### config.mk
export PLATFORM = sky130hd
export DESIGN_NAME = io_sw_debounce
export DESIGN_NICKNAME = d
export VERILOG_FILES = /design/src/rtl/io_sw_debounce.sv
export SDC_FILE = /design/constraint.sdc
export NUM_CORES = 1
export LEC_CHECK = 0
export CAP_MARGIN = 20
export CORE_MARGIN = 2
export CORE_UTILIZATION = 55
export DETAILED_ROUTE_END_ITERATION = 10
export PLACE_DENSITY = 0.82
export REMOVE_ABC_BUFFERS = 1
export SYNTH_ARGS = -nofsm -noshare
export SYNTH_HDL_FRONTEND = slang
export SYNTH_SLANG_ARGS = --single-unit
### constraint.sdc
create_clock -name clock -period 4.01 [get_ports clock]
set_clock_uncertainty 0.2 [all_clocks]
set_input_delay 0.401 -clock clock [delete_from_list [all_inputs] [get_ports clock]]
set_output_delay 0.401 -clock clock [all_outputs]
set_load 0.03 [all_outputs]
### src/rtl/io_sw_debounce.sv
// io_sw_debounce: synchronises raw slide switches and debounces each bit for the MEM stage.
// Optional build macro SW_EDGE_LATCH_EN adds sticky rising-edge latches (sw_event, evt_clr).
module io_sw_debounce #(
    parameter int N_SW        = 10,
    parameter int DB_CYCLES   = 50000,
    parameter int SYNC_STAGES = 2
) (
    input  logic            clock,
    input  logic            resetn,
    input  logic [N_SW-1:0] sw_raw,
`ifdef SW_EDGE_LATCH_EN
    input  logic            evt_clr,
    output logic [N_SW-1:0] sw_event,
`endif
    output logic [N_SW-1:0] io_in_sw,
    output logic            sw_changed,
    output logic            sw_valid
);

    localparam int               CNT_W   = (DB_CYCLES > 1) ? $clog2(DB_CYCLES) : 1;
    localparam logic [CNT_W-1:0] CNT_MAX = CNT_W'(DB_CYCLES - 1);
    localparam logic [CNT_W-1:0] CNT_ONE = CNT_W'(1);

    logic [N_SW-1:0]  sync_q [SYNC_STAGES];
    logic [N_SW-1:0]  sync_s;
    logic [CNT_W-1:0] cnt_q  [N_SW];
    logic [CNT_W-1:0] cnt_d  [N_SW];
    logic [N_SW-1:0]  deb_q;
    logic [N_SW-1:0]  deb_d;
    logic             sw_changed_q;
    logic             sw_changed_d;

    // Metastability chain; only the last stage is ever looked at.
    always_ff @(posedge clock or negedge resetn) begin
        if (!resetn) begin
            for (int k = 0; k < SYNC_STAGES; k++) begin
                sync_q[k] <= '0;
            end
        end else begin
            sync_q[0] <= sw_raw;
            for (int k = 1; k < SYNC_STAGES; k++) begin
                sync_q[k] <= sync_q[k-1];
            end
        end
    end

    assign sync_s = sync_q[SYNC_STAGES-1];

    // Any agreement between the synchronised and accepted level restarts that bit's count,
    // so the counter can never run past CNT_MAX.
    always_comb begin
        deb_d = deb_q;
        for (int i = 0; i < N_SW; i++) begin
            cnt_d[i] = '0;
            if (sync_s[i] != deb_q[i]) begin
                if (cnt_q[i] == CNT_MAX) begin
                    deb_d[i] = sync_s[i];
                end else begin
                    cnt_d[i] = cnt_q[i] + CNT_ONE;
                end
            end
        end
    end

    assign sw_changed_d = |(deb_d ^ deb_q);

    always_ff @(posedge clock or negedge resetn) begin
        if (!resetn) begin
            for (int i = 0; i < N_SW; i++) begin
                cnt_q[i] <= '0;
            end
            deb_q        <= '0;
            sw_changed_q <= 1'b0;
        end else begin
            for (int i = 0; i < N_SW; i++) begin
                cnt_q[i] <= cnt_d[i];
            end
            deb_q        <= deb_d;
            sw_changed_q <= sw_changed_d;
        end
    end

    assign io_in_sw   = deb_q;
    assign sw_changed = sw_changed_q;
    assign sw_valid   = (sync_s == deb_q);

`ifdef SW_EDGE_LATCH_EN
    logic [N_SW-1:0] evt_q;
    logic [N_SW-1:0] evt_d;

    // A rise on the same edge as a clear must survive, so the set term is ORed in last.
    always_comb begin
        evt_d = evt_clr ? '0 : evt_q;
        evt_d = evt_d | (deb_d & ~deb_q);
    end

    always_ff @(posedge clock or negedge resetn) begin
        if (!resetn) begin
            evt_q <= '0;
        end else begin
            evt_q <= evt_d;
        end
    end

    assign sw_event = evt_q;
`endif

endmodule

# Word level (Yosys, flattened, before mapping)
# Index checks and enable logic that the tools add are counted.
[classes]
addsub = 10
eq_ne = 21
mux = 40
n_bitwise = 1
n_reduce_logical = 1
[op_table]
columns = ["operator", "n"]
rows = [
  ["2-to-1 mux 16 bit", 20],
  ["adder 16 x 1 -> 16 bit (second input constant)", 10],
  ["== test 16 bit (second input constant)", 10],
  ["2-to-1 mux 1 bit", 20],
  ["== test 10 bit", 1],
  ["inequality test 1 bit", 10],
  ["OR reduction 10 bit", 1],
  ["XOR 10 bit", 1],
]
[totals]
register_bits = 191
inputBits = 12
out_inout_bits = 12
elab_cells = 87

# Longest topological paths before layout
# Gate-level depths: netlist of the first run.
[logic_depth]
depth_word = 5
ltp_mapped = 7
ltp_nobuf = 6

# Least setup slack after synthesis of the first run
# OpenSTA, ideal clock, no wires.
[synth_timing]
path_kind = "register to output"
start = "register deb_q[8], in the netlist io_in_sw[8]"
end = "output port sw_valid"
arrival_ns = 1.881
required_ns = 3.409
path_slack_ns = 1.528
stages_incl_launch_ff = 4
n_path_buf = 0
path_cell_list = "dfrtp_1 -> xnor2_1 -> nand4_1 -> nor4_1"
[synth_via]
elab_chain_cells = 1
[synth_lines]
columns = ["element", "line", "text"]
rows = [
  ["from (decl)", "28", "logic [N_SW-1:0] deb_q;"],
  ["from (signal assigned)", "72", "deb_q <= '0;"],
  ["from (signal assigned)", "78", "deb_q <= deb_d;"],
  ["== test 10 bit", "85", "assign sw_valid = (sync_s == deb_q);"],
  ["to (decl)", "17", "output logic sw_valid"],
]
# Every way passes these cells.

# Worst setup path after layout of the first run
# Same ends and word-level chain as after synthesis.

==> results of run 1 <==
per-layer routing:
layer	up-vias	GRT usage, %	part of all wire, %
li1	2831	-	-
met1	2783	27.2	47
met2	91	32.3	47
met3	19	5.03	3.5
met4	0	7.99	1.6
met5	-	0	0
state kept, by name, summed over array words and instances (netlist names):
register and cells:
cnt_q 160, io_in_sw 10, sync_q 10, sync_s 10, sw_changed 1
stage by stage:
stage	setup slack [ns]	power [mW]	hold WS [ns]	utilization (%)
after CTS	0.846	3.68	0.150	62.8
final	0.939	3.63	0.149	62.8
after detailed placement	1.31	2.15	0.135	59.3
after floorplan	1.53	2.08	-0.0946	-
after global routing	0.771	3.77	0.165	62.8
after global placement	1.34	2.15	0.132	59.3
cell families after synthesis:
logic type	count (synthesis)	synth area share (%)
multiplexers	10	1.31
AND/OR/NAND/NOR	432	24.4
AO/OA/AOI/OAI	7	0.539
flip-flops	191	55.7
buffers and inverters	27	1.34
XOR/XNOR	150	15.3
adder cells (fa/ha/maj)	10	1.46
power by group:
| part | internal, mW | leakage, nW | total [mW] | switching [mW] |
|---|---|---|---|---|
| registers | 1.96 | 2.60 | 1.99 | 0.0297 |
| logic | 0.0402 | 1.35 | 0.127 | 0.0865 |
| clock network | 0.792 | 0.246 | 1.52 | 0.725 |
| total | 2.79 | 4.19 | 3.63 | 0.841 |
path summary, 6_finish.rpt:
check | cells after the start | slack (ns) | endpoint
setup / recovery | 4 | 0.94 | sw_valid
hold / removal | 0 | 0.15 | sync_s[0]$_DFF_PN0_
setup reg to reg | 6 | 1.91 | sw_changed$_DFF_PN0_
hold reg to reg | 0 | 0.15 | sync_s[0]$_DFF_PN0_
max in group asynchronous | 3 | 2.20 | cnt_q[17]$_DFF_PN0_
min in group asynchronous | 2 | 0.38 | cnt_q[57]$_DFF_PN0_
synth_stat cells, drive strengths merged:
cell type	number
a21oi	1
and2	1
and3	39
and4	2
buf	11
dfrtp	191
ha	10
inv	16
mux2	10
nand2	55
nand2b	3
nand3	60
nand4	34
nor2	185
nor2b	1
nor3	31
nor4	3
nor4b	10
nor4bb	5
o21ai	1
o221ai	1
o22a	1
o22ai	3
or2	1
or3	1
or4	1
xnor2	78
xor2	72
timing repair:
item                                   in CTS  in global routing
hold buffers                                1                  0
resized for setup                           0                  0
endpoints found under the hold margin      87                  0
area by class of cell:
class,count,area [µm²]
clock buffers,19,433
clock inverters,12,88.8
fillers,1174,5650
inverters,16,60.1
multi-input cells,609,3690
flip-flops and latches,191,4780
well taps,188,235
repair buffers,27,267
==> flow_summary.ini, run 1 <==
[yosys]
syn_area_um2 = 8590
synthCells = 827
ys_warn_count = 0
synth_cell_type_count = 31
ys_seq_elements = 191
synth_top_area_cell = dfrtp_1
syn_area_per_cell_um2 = 10.4
ys_seq_area_share_pct = 55.7
synth_top_cell_area_share_pct = 55.7
synth_area_leaders = dfrtp_1 56%, nor2_1 8.1%, xnor2_1 8.0%

[drt]
drc = 0
drtPass1Iterations = 5
drtIter0Drc = 394
wirelength_mm = 15.5
avgRoutedWirePerCell_um = 14.6
detail_route.vias_per_cell = 5.39
num_vias = 5724
ant_nets = 0

[critical_path]
critical_path.startpoint = io_in_sw[8]$_DFF_PN0_
crit_family = buffers and inverters
path_max_fanout = 4
critical_path.max_stage_delay_ns = 0.75
worstReg2RegStart = cnt_q[0]$_DFF_PN0_
crit_type = reg -> out
cp-end-kind = output port
cp.arrival_ns = 2.47
cpMaxStageDelayCell = clkdlybuf4s50_1
required_ns = 3.41
path_cells = xnor2_1 > nand4_1 > nor4_1 > clkdlybuf4s50_1
cp-start-kind = register
cp.buffers_inverters = 1

[timing]
fmax_ghz = 0.326
fin_setup_tns_ns = 0
slew-limit-headroom_pct = 52.6
min_period_ns = 3.07
fin_crit_sh_pct = 76.6
rsz0062_at_grt = no
slew_viol_final = 0
setup_viol = 0
worst_pin_slew_ns = 0.712
hold_viol = 0

[global_routing]
grtUsageTotal_pct = 20.4
antenna_found_initial = 0
grt_max_degree = 91
overflow = 0
grt_pass1_wl_mm = 26.8
grt_pass1_vias = 5750

[hold_path]
hold_path.class = reg -> reg
min_from = sync_q[10]$_DFF_PN0_

[pwr]
powerDensity_nw_per_um2 = 380
leakage_nw = 4.19
peakVddDrop_v = 0.000381

[place]
globalplace.congestion = 0.810
port_buffers = 23
dpl.cell_count = 1030
place_area_um2 = 9020
hpwl_mm = 10.3

[layout]
layout_common_cells = 191 x dfrtp_1, 185 x nor2_1, 78 x xnor2_1, 72 x xor2_1, 60 x nand3_1
drive_gt1_share_pct = 6.06
area_growth_pct = 11.3
fin_cells = 1062
fin_nets = 884
finalInstanceArea_um2 = 9550
num_antenna_cells = 0
final_common_cell = dfrtp_1

[clocking]
tritoncts = yes
cts_root_buf = clkbuf_16
htreeDepth = 4
numCtsBuffers = 17
post_cts_buffers = 0
cts.sinks = 191
clock_latency_ns = 0.43
clock_path_buffers = 2
clk_pin_slew_ns = 0.07

[floorplanning]
std_cell_rows = 45
die_x_um = 129
start_util_pct = 56.5
io_pins = 24
core_um2 = 15200
die_h_um = 129
die-area_um2 = 16600

[run_status]
status = complete, no violations

[run]
maxCapViolations = 0
(Power assumes the default switching activity.)
==> run 2, diff against run 1 <==
--- a/config.mk
+++ b/config.mk
@@ -9,7 +9,7 @@
 export CORE_MARGIN = 2
 export CORE_UTILIZATION = 55
 export DETAILED_ROUTE_END_ITERATION = 10
-export PLACE_DENSITY = 0.82
+export PLACE_DENSITY = 0.85
 export REMOVE_ABC_BUFFERS = 1
 export SYNTH_ARGS = -nofsm -noshare
 export SYNTH_HDL_FRONTEND = slang
==> constraint.sdc (replaced) <==
create_clock -name clock -period 2.6 [get_ports clock]
set_clock_uncertainty 0.2 [all_clocks]
set_input_delay 0.26 -clock clock [delete_from_list [all_inputs] [get_ports clock]]
set_output_delay 0.26 -clock clock [all_outputs]
set_load 0.03 [all_outputs]
==> run 2 against run 1 <==
Compared with the run above: non-clock buffer count increased by 6; sequential share of layout area fell by 0.76 points; final area is 1.5% higher; setup slack got worse by 0.63 ns; critical endpoint unchanged.
==> flow_summary.ini, run 2 (synthesis gave the netlist of run 1 again) <==
[run_status]
status = complete, no violations

[hold_path]
hold_path.class = in -> reg
min_from = sw_raw[5]

[timing]
min_period_ns = 2.29
fin_setup_tns_ns = 0
hold_viol = 0
slew-limit-headroom_pct = 62.7
hold_slack_ns = 0.0582
rsz0062_at_grt = no
worst_pin_slew_ns = 0.559
fmax_ghz = 0.436
slew_viol_final = 0
fin_crit_sh_pct = 88.1
setup_viol = 0

[clocking]
clk_pin_slew_ns = 0.07
htreeDepth = 4
cts.sinks = 191
numCtsBuffers = 17
cts_root_buf = clkbuf_16
clock_latency_ns = 0.44
clock_path_buffers = 2
tritoncts = yes

[layout]
largest_register_ff_count = 160
finalInstanceArea_um2 = 9700
fillers = 1164
post-route-util_pct = 63.8
fin_nets = 890
num_antenna_cells = 0
area_growth_pct = 13.0
final_common_cell = dfrtp_1
drive_gt1_share_pct = 7.26
regArea_um2 = 4780
multiInputGateArea_um2 = 3700
top_register = cnt_q
layout_common_cells = 191 x dfrtp_1, 185 x nor2_1, 77 x xnor2_1, 72 x xor2_1, 60 x nand3_1

[critical_path]
crit_type = reg -> out
path_max_fanout = 4
cp-end-kind = output port
required_ns = 2.14
worstReg2RegStart = cnt_q[16]$_DFF_PN0_
cp.arrival_ns = 1.83
cp-start-kind = register
path_cells = xnor2_1 > nand4_1 > nor4_1 > buf_4 > clkbuf_2
crit_family = flip-flops
critical_path.max_stage_delay_ns = 0.42
critical_path.startpoint = io_in_sw[5]$_DFF_PN0_
cp.buffers_inverters = 2
crit_cells = 5
rr_endpoint = sw_changed$_DFF_PN0_
endpoint = sw_valid
cpMaxStageDelayCell = dfrtp_1
worst-r2r-cell-count = 6
rrSetupSlack_ns = 0.52

[floorplanning]
die-area_um2 = 16600
core_um2 = 15200
io_pins = 24
start_util_pct = 56.5
std_cell_rows = 45
die_h_um = 129
die_x_um = 129

[place]
port_buffers = 23
hpwl_mm = 10.4
globalplace.congestion = 0.818
place_area_um2 = 9090

[pwr]
power_mw = 5.93
leakage_nw = 4.28
powerDensity_nw_per_um2 = 611
peakVddDrop_v = 0.000535

[drt]
drc = 0
wirelength_mm = 15.5
detail_route.vias_per_cell = 5.40
num_vias = 5771
drtIter0Drc = 411
drtPass1Iterations = 4
avgRoutedWirePerCell_um = 14.5
ant_nets = 0

[global_routing]
grt_max_degree = 69
antenna_found_initial = 0
overflow = 0
grt_pass1_wl_mm = 27.0
grtUsageTotal_pct = 20.7
grt_pass1_vias = 5745

[run]
maxCapViolations = 0
-- run 2: how the worst min path moves through the flow --
stage / end / slack (ns) / cells after the start
2_1_floorplan: cnt_q[0]$_DFF_PN0_ / -0.24 / 0
3_3_place_gp: cnt_q[57]$_DFF_PN0_ / 0.09 / 1
3_5_place_dp: cnt_q[57]$_DFF_PN0_ / 0.09 / 1
4_1_cts: sync_q[17]$_DFF_PN0_ / 0.04 / 1
5_1_grt: sync_q[18]$_DFF_PN0_ / 0.03 / 1
6_report: sync_q[15]$_DFF_PN0_ / 0.06 / 1
-- run 2: final cells by class --
| class | count | share of cell area, % |
|---|---|---|
| sequential | 191 | 49.3 |
| multi-input combinational | 609 | 38.1 |
| clock buffer | 17 | 4.38 |
| timing repair buffer | 33 | 3.42 |
| tap | 188 | 2.42 |
| clock inverter | 15 | 1.77 |
| inverter | 16 | 0.619 |
-- run 2: stage by stage --
stage / std cells / worst slack (ns)
detailed placement: 1036 / 0.292
global placement: 1036 / 0.314
CTS: 1069 / 0.0733
global route: 1069 / 0.162
floorplan: 816 / 0.259
finish: 1069 / 0.308
-- run 2: power by group --
part | switching [mW] | internal [mW]
Sequential | 0.0460 | 3.02
Combinational | 0.133 | 0.0728
Clock | 1.20 | 1.45
-- run 2: layer usage --
layer	GRT usage, %	part of all wire (%)
met1	27.9	47
met2	32.3	48
met3	5.86	3.5
met4	7.48	2.3
met5	0	0
-- run 2: repair_timing --
item | in CTS | in global routing
hold endpoints to repair | 65 | 0
endpoints found under the setup margin | 1 | 1
resized for setup | 1 | 3
hold buffers | 1 | 0
buffers inserted | 0 | 0
==> run 3, diff against run 2 <==
--- a/config.mk
+++ b/config.mk
@@ -5,8 +5,7 @@
 export SDC_FILE = /design/constraint.sdc
 export NUM_CORES = 1
 export LEC_CHECK = 0
-export CAP_MARGIN = 20
-export CORE_MARGIN = 2
+export CORE_MARGIN = 1.5
 export CORE_UTILIZATION = 55
 export DETAILED_ROUTE_END_ITERATION = 10
 export PLACE_DENSITY = 0.85
==> run 3 against run 2 <==
Compared with the run above: setup slack worse by 0.046 ns; critical path depth down 1; non-clock buffer count up 2; first-iteration DRC count down 5.4%; critical path type unchanged; critical endpoint unchanged; highest routed layer unchanged.
==> flow_summary.ini, run 3 (synthesis gave the netlist of run 1 again) <==
[drt]
ant_nets = 0
detail_route.vias_per_cell = 5.45
drc = 0
drtPass1Iterations = 5
num_vias = 5836
drtIter0Drc = 389
avgRoutedWirePerCell_um = 14.6
wirelength_mm = 15.6

[floorplanning]
die-area_um2 = 16400
start_util_pct = 56.5
io_pins = 24
die_x_um = 128
core_um2 = 15200
std_cell_rows = 45
die_h_um = 128

[layout]
post-route-util_pct = 64.0
layout_common_cells = 191 x dfrtp_1, 185 x nor2_1, 78 x xnor2_1, 72 x xor2_1, 60 x nand3_1
fillers = 1124
top_register = cnt_q
num_antenna_cells = 0
drive_gt1_share_pct = 7.25
largest_register_ff_count = 160
final_common_cell = dfrtp_1
area_growth_pct = 13.3
fin_nets = 892

[pwr]
powerDensity_nw_per_um2 = 615
leakage_nw = 4.28
peakVddDrop_v = 0.000502

[place]
globalplace.congestion = 0.814
port_buffers = 23
hpwl_mm = 10.5

[clocking]
cts.sinks = 191
tritoncts = yes
numCtsBuffers = 17
htreeDepth = 4
post_cts_buffers = 0
clock_latency_ns = 0.43
clock_path_buffers = 2
clk_pin_slew_ns = 0.07
cts_root_buf = clkbuf_16

[timing]
hold_slack_ns = 0.0646
setup_viol = 0
worst_pin_slew_ns = 0.619
fmax_ghz = 0.428
hold_viol = 0
fin_crit_sh_pct = 89.9
slew-limit-headroom_pct = 58.7
slew_viol_final = 0
rsz0062_at_grt = no
fin_setup_tns_ns = 0
min_period_ns = 2.34

[run]
maxCapViolations = 0

[critical_path]
cp-end-kind = output port
cp.arrival_ns = 1.88
path_max_fanout = 4
required_ns = 2.14
cp-start-kind = register
crit_type = reg -> out

[run_status]
status = complete, no violations

[global_routing]
grt_pass1_vias = 5690
overflow = 0
grtUsageTotal_pct = 20.7
grt_pass1_wl_mm = 26.8
grt_max_degree = 56
antenna_found_initial = 0

[hold_path]
hold_path.class = in -> reg
[run 3: cell count changes in the layout (fill, tap and decap cells not counted), sizes merged]
cell	change
buf	+2
inv	-5
clkbuf	+1
clkinvlp	+3
bufinv	+1
[run 3: area by class of cell]
type	count	area [µm²]	area share (%)
clock buffers	18	429	4.41
flip-flops and latches	191	4780	49.2
clock inverters	14	183	1.88
inverters	16	60.1	0.618
well taps	188	235	2.42
repair buffers	35	347	3.56
multi-input cells	609	3690	38.0
[run 3: layer usage]
metal	global-route usage [%]	part of all wire, %	vias up
met3	4.51	3.3	27
met1	27.6	46	2855
met4	8.86	2.8	0
li1	-	-	2858
met2	33.0	48	96
met5	0	0	-
[run 3: timing repair]
item,4_1_cts,5_1_grt
cloned,0,0
hold buffers,1,0
gates resized for setup,1,3
endpoints found under the hold margin,86,0
setup endpoints to repair,1,1
[run 3: path summary, 6_finish.rpt]
check                                            from                    to  slack (ns)  cells past startpoint
worst min register to register   sync_q[10]$_DFF_PN0_   sync_s[0]$_DFF_PN0_        0.15                      0
worst max-delay path            io_in_sw[5]$_DFF_PN0_              sw_valid        0.26                      4
worst max register to register    cnt_q[16]$_DFF_PN0_  sw_changed$_DFF_PN0_        0.50                      6
worst min-delay path                        sw_raw[9]  sync_q[19]$_DFF_PN0_        0.06                      1
max in group asynchronous                      resetn   cnt_q[91]$_DFF_PN0_        1.39                      3
min in group asynchronous                      resetn   cnt_q[57]$_DFF_PN0_        0.13                      2
[run 3: per-stage QoR]
step	worst slack (ns)	power, mW	instances	cell area (µm²)
floorplan	0.259	3.20	816	8530
global placement	0.221	3.33	1038	9110
detailed placement	0.250	3.34	1038	9110
CTS	0.0643	6.03	1071	9730
global route	0.0887	6.18	1071	9720
finish	0.262	5.98	1071	9720
[run 3: critical path: stages, from the launching register on]
cell	delay, ns
dfrtp_1	0.42
xnor2_1	0.28
nand4_1	0.12
nor4_1	0.35
clkbuf_2	0.28
[run 3: power breakdown]
group          switching [mW]  total (mW)  internal, mW
Combinational           0.136       0.211        0.0747
Clock                    1.16        2.70          1.53
Sequential             0.0464        3.07          3.02
Total                    1.35        5.98          4.63
==> RTL change, RTL diff (settings of run 2) <==
Register the input `sw_raw` before use, without a reset. The logic sees it one clock later.
--- a/src/rtl/io_sw_debounce.sv
+++ b/src/rtl/io_sw_debounce.sv
@@ -23,2 +23,8 @@
 
+    logic [N_SW-1:0] sw_raw_q;
+
+    always_ff @(posedge clock) begin
+        sw_raw_q <= sw_raw;
+    end
+
     logic [N_SW-1:0]  sync_q [SYNC_STAGES];
@@ -39,3 +45,3 @@
         end else begin
-            sync_q[0] <= sw_raw;
+            sync_q[0] <= sw_raw_q;
             for (int k = 1; k < SYNC_STAGES; k++) begin
Function: changed (a bounded check fails within 4 cycles, from zero or initial values and one cycle with resetn low).
==> RTL change against run 2 <==
  * Sequential power up 6%
  * Non-clock buffer count grew 13
  * Setup slack worse by 0.24 ns
  * Routed wire length is 5.1% higher
  * Cell area is 4.7% higher
  * Power grew 8.1%
  * Die area rose by 2.3%
  * First-iteration DRC count shrank 30%
  * Fmax decreased by 9.4%
  * Area after synthesis up 2.3%
  * Sequential cell count rose by 10
  * Sequential share of layout area is 0.24 points lower
  * Global-route usage down 0.50 points
==> RTL change: results (changes against run 2) <==
[critical_path]
crit_path_top_delay_cell = dfrtp_1
endpoint = sw_valid
critPathTopFamily = buffers and inverters
critPathMaxFanout = 3  ; -1
slowest_delay_ns = 0.41
arrival_ns = 2.07  ; +0.24 ns
crit_start = io_in_sw[2]
rr_endpoint = sw_changed
r2r_cells = 6  ; unchanged
rrSetupSlack_ns = 0.44  ; -0.08 ns
r2r_start = cnt_q[16]

[cells_and_area]
fillers = 1192  ; +2.4%
largest_register = cnt_q
drive_gt1_share_pct = 7.91  ; +0.65 points
antenna_cells = 0  ; unchanged
largest_reg_flops = 160  ; unchanged
fin_nets = 917  ; +3.0%

[yosys]
ys_warn_count = 0  ; unchanged
ys_top_cells_by_area = dfrtp_1 (54%), nor2_1 (7.9%), xnor2_1 (7.8%), xor2_1 (7.2%), nand3_1 (3.4%)
synth-async-reset-ratio_pct = 95.0  ; -5.0 points
yosys-top-cells-count = dfrtp_1 (191), nor2_1 (185), xnor2_1 (78)
synth_compound_area_share_pct = 0.527  ; -0.012 points
ys_seq_area_share_pct = 56.7  ; +1.0 points
ys.flop_type = dfrtp_1
yosys.cell_types.count = 32  ; +3.2%
synth.area.mux_share_pct = 1.28  ; -0.030 points
synthAdderAreaFrac_pct = 1.42  ; -0.033 points
synth-xor-area-share_pct = 15.0  ; -0.35 points

[clock_tree]
cts-root-buf = clkbuf_16
clk_pin_slew_ns = 0.06
clockBufferDepth = 3  ; +1
post_cts_buffers = 0  ; unchanged
clk_latency_ns = 0.50  ; +0.06 ns
htree_levels = 1  ; -3
cts-buffers-inserted = 21  ; +4

[min_path]
min_path_type = input port to flip-flop
hp-start = sw_raw[9]

[power_and_ir_drop]
power.leakage_nw = 4.46  ; +4.3%
ir_drop_v = 0.000655  ; +23%

[grt]
grtUsageTotal_pct = 20.2  ; -0.50 points
grt_pass1_wl_um = 27700  ; +2.5%
grt_pass1_vias = 6046  ; +5.2%
grt_max_degree = 78  ; +13%
antenna_found_initial = 0  ; unchanged

[route]
routed_wl_um = 16300  ; +5.1%
drt-initial-drc-count = 288  ; -30%
drtPass1Iterations = 4  ; unchanged
routed_via_density = 5.33  ; -1.2%

[sta]
worst_pin_slew_ns = 0.621  ; +0.0626 ns
period_needed_ns = 2.53  ; +0.237 ns

[place]
dp_hpwl_um = 10600  ; +2.1%
post-place-ws_ns = 0.303  ; +0.0110 ns
dpl-instance-area_um2 = 9350  ; +2.8%
routabilityCongestion = 0.836  ; +2.2%
numPortBuffers = 23  ; unchanged

[outcome]
run_status = completed

-- RTL change: cells by family (layout without fill, tap and decap cells) --
kind of cell,Yosys count,count (layout)
flops,201,201
compound gates,7,7
buf+inv,27,100
xor+xnor,150,150
fa+ha+maj,10,10
mux,10,10
simple gates,432,432
-- RTL change: through the flow --
step / util (%) / total power, mW / cells
floorplan: - / 3.37 / 826
global placement: 59.3 / 3.49 / 1078
detailed placement: 59.3 / 3.50 / 1078
CTS: 64.3 / 6.48 / 1126
global route: 64.4 / 6.65 / 1126
finish: 64.4 / 6.41 / 1126
-- RTL change: report_power, final --
part	switching, mW	internal, mW	leakage (nW)
registers	0.0489	3.19	2.68
clock network	1.19	1.76	0.336
logic	0.137	0.0834	1.45
total	1.38	5.03	4.46
-- RTL change: per-layer routing --
metal  wire length (um)  vias to the layer above  GRT usage (%)
met2               8070                      109           34.4
li1                   -                     2917              -
met4                521                        0           7.07
met5                  0                        -              0
met1               6860                     2936           25.8
met3                819                       41           4.32
-- RTL change: area by class of cell --
cell class                      count  area [um2]  area share (%)
Timing Repair Buffer               46         445            4.39
Multi-Input combinational cell    609        3710            36.5
Inverter                           16        60.1           0.591
Tap cell                          216         270            2.66
Clock inverter                      8        76.3           0.751
Clock buffer                       30         619            6.10
Sequential cell                   201        4980            49.0
-- RTL change: timing repair --
item | CTS | global route
hold buffers | 10 | 0
endpoints found under the hold margin | 80 | 0
resized for setup | 3 | 2
setup endpoints to repair | 1 | 1
-- RTL change: worst min-delay path by stage --
stage	end	slack, ns	cells past startpoint
detailed placement	cnt_q[63]	0.12	1
floorplan	cnt_q[0]	-0.24	0
global placement	cnt_q[63]	0.12	1
global route	sw_raw_q[9]	0.02	1
CTS	sw_raw_q[9]	0.005	1
finish	sw_raw_q[9]	0.02	1
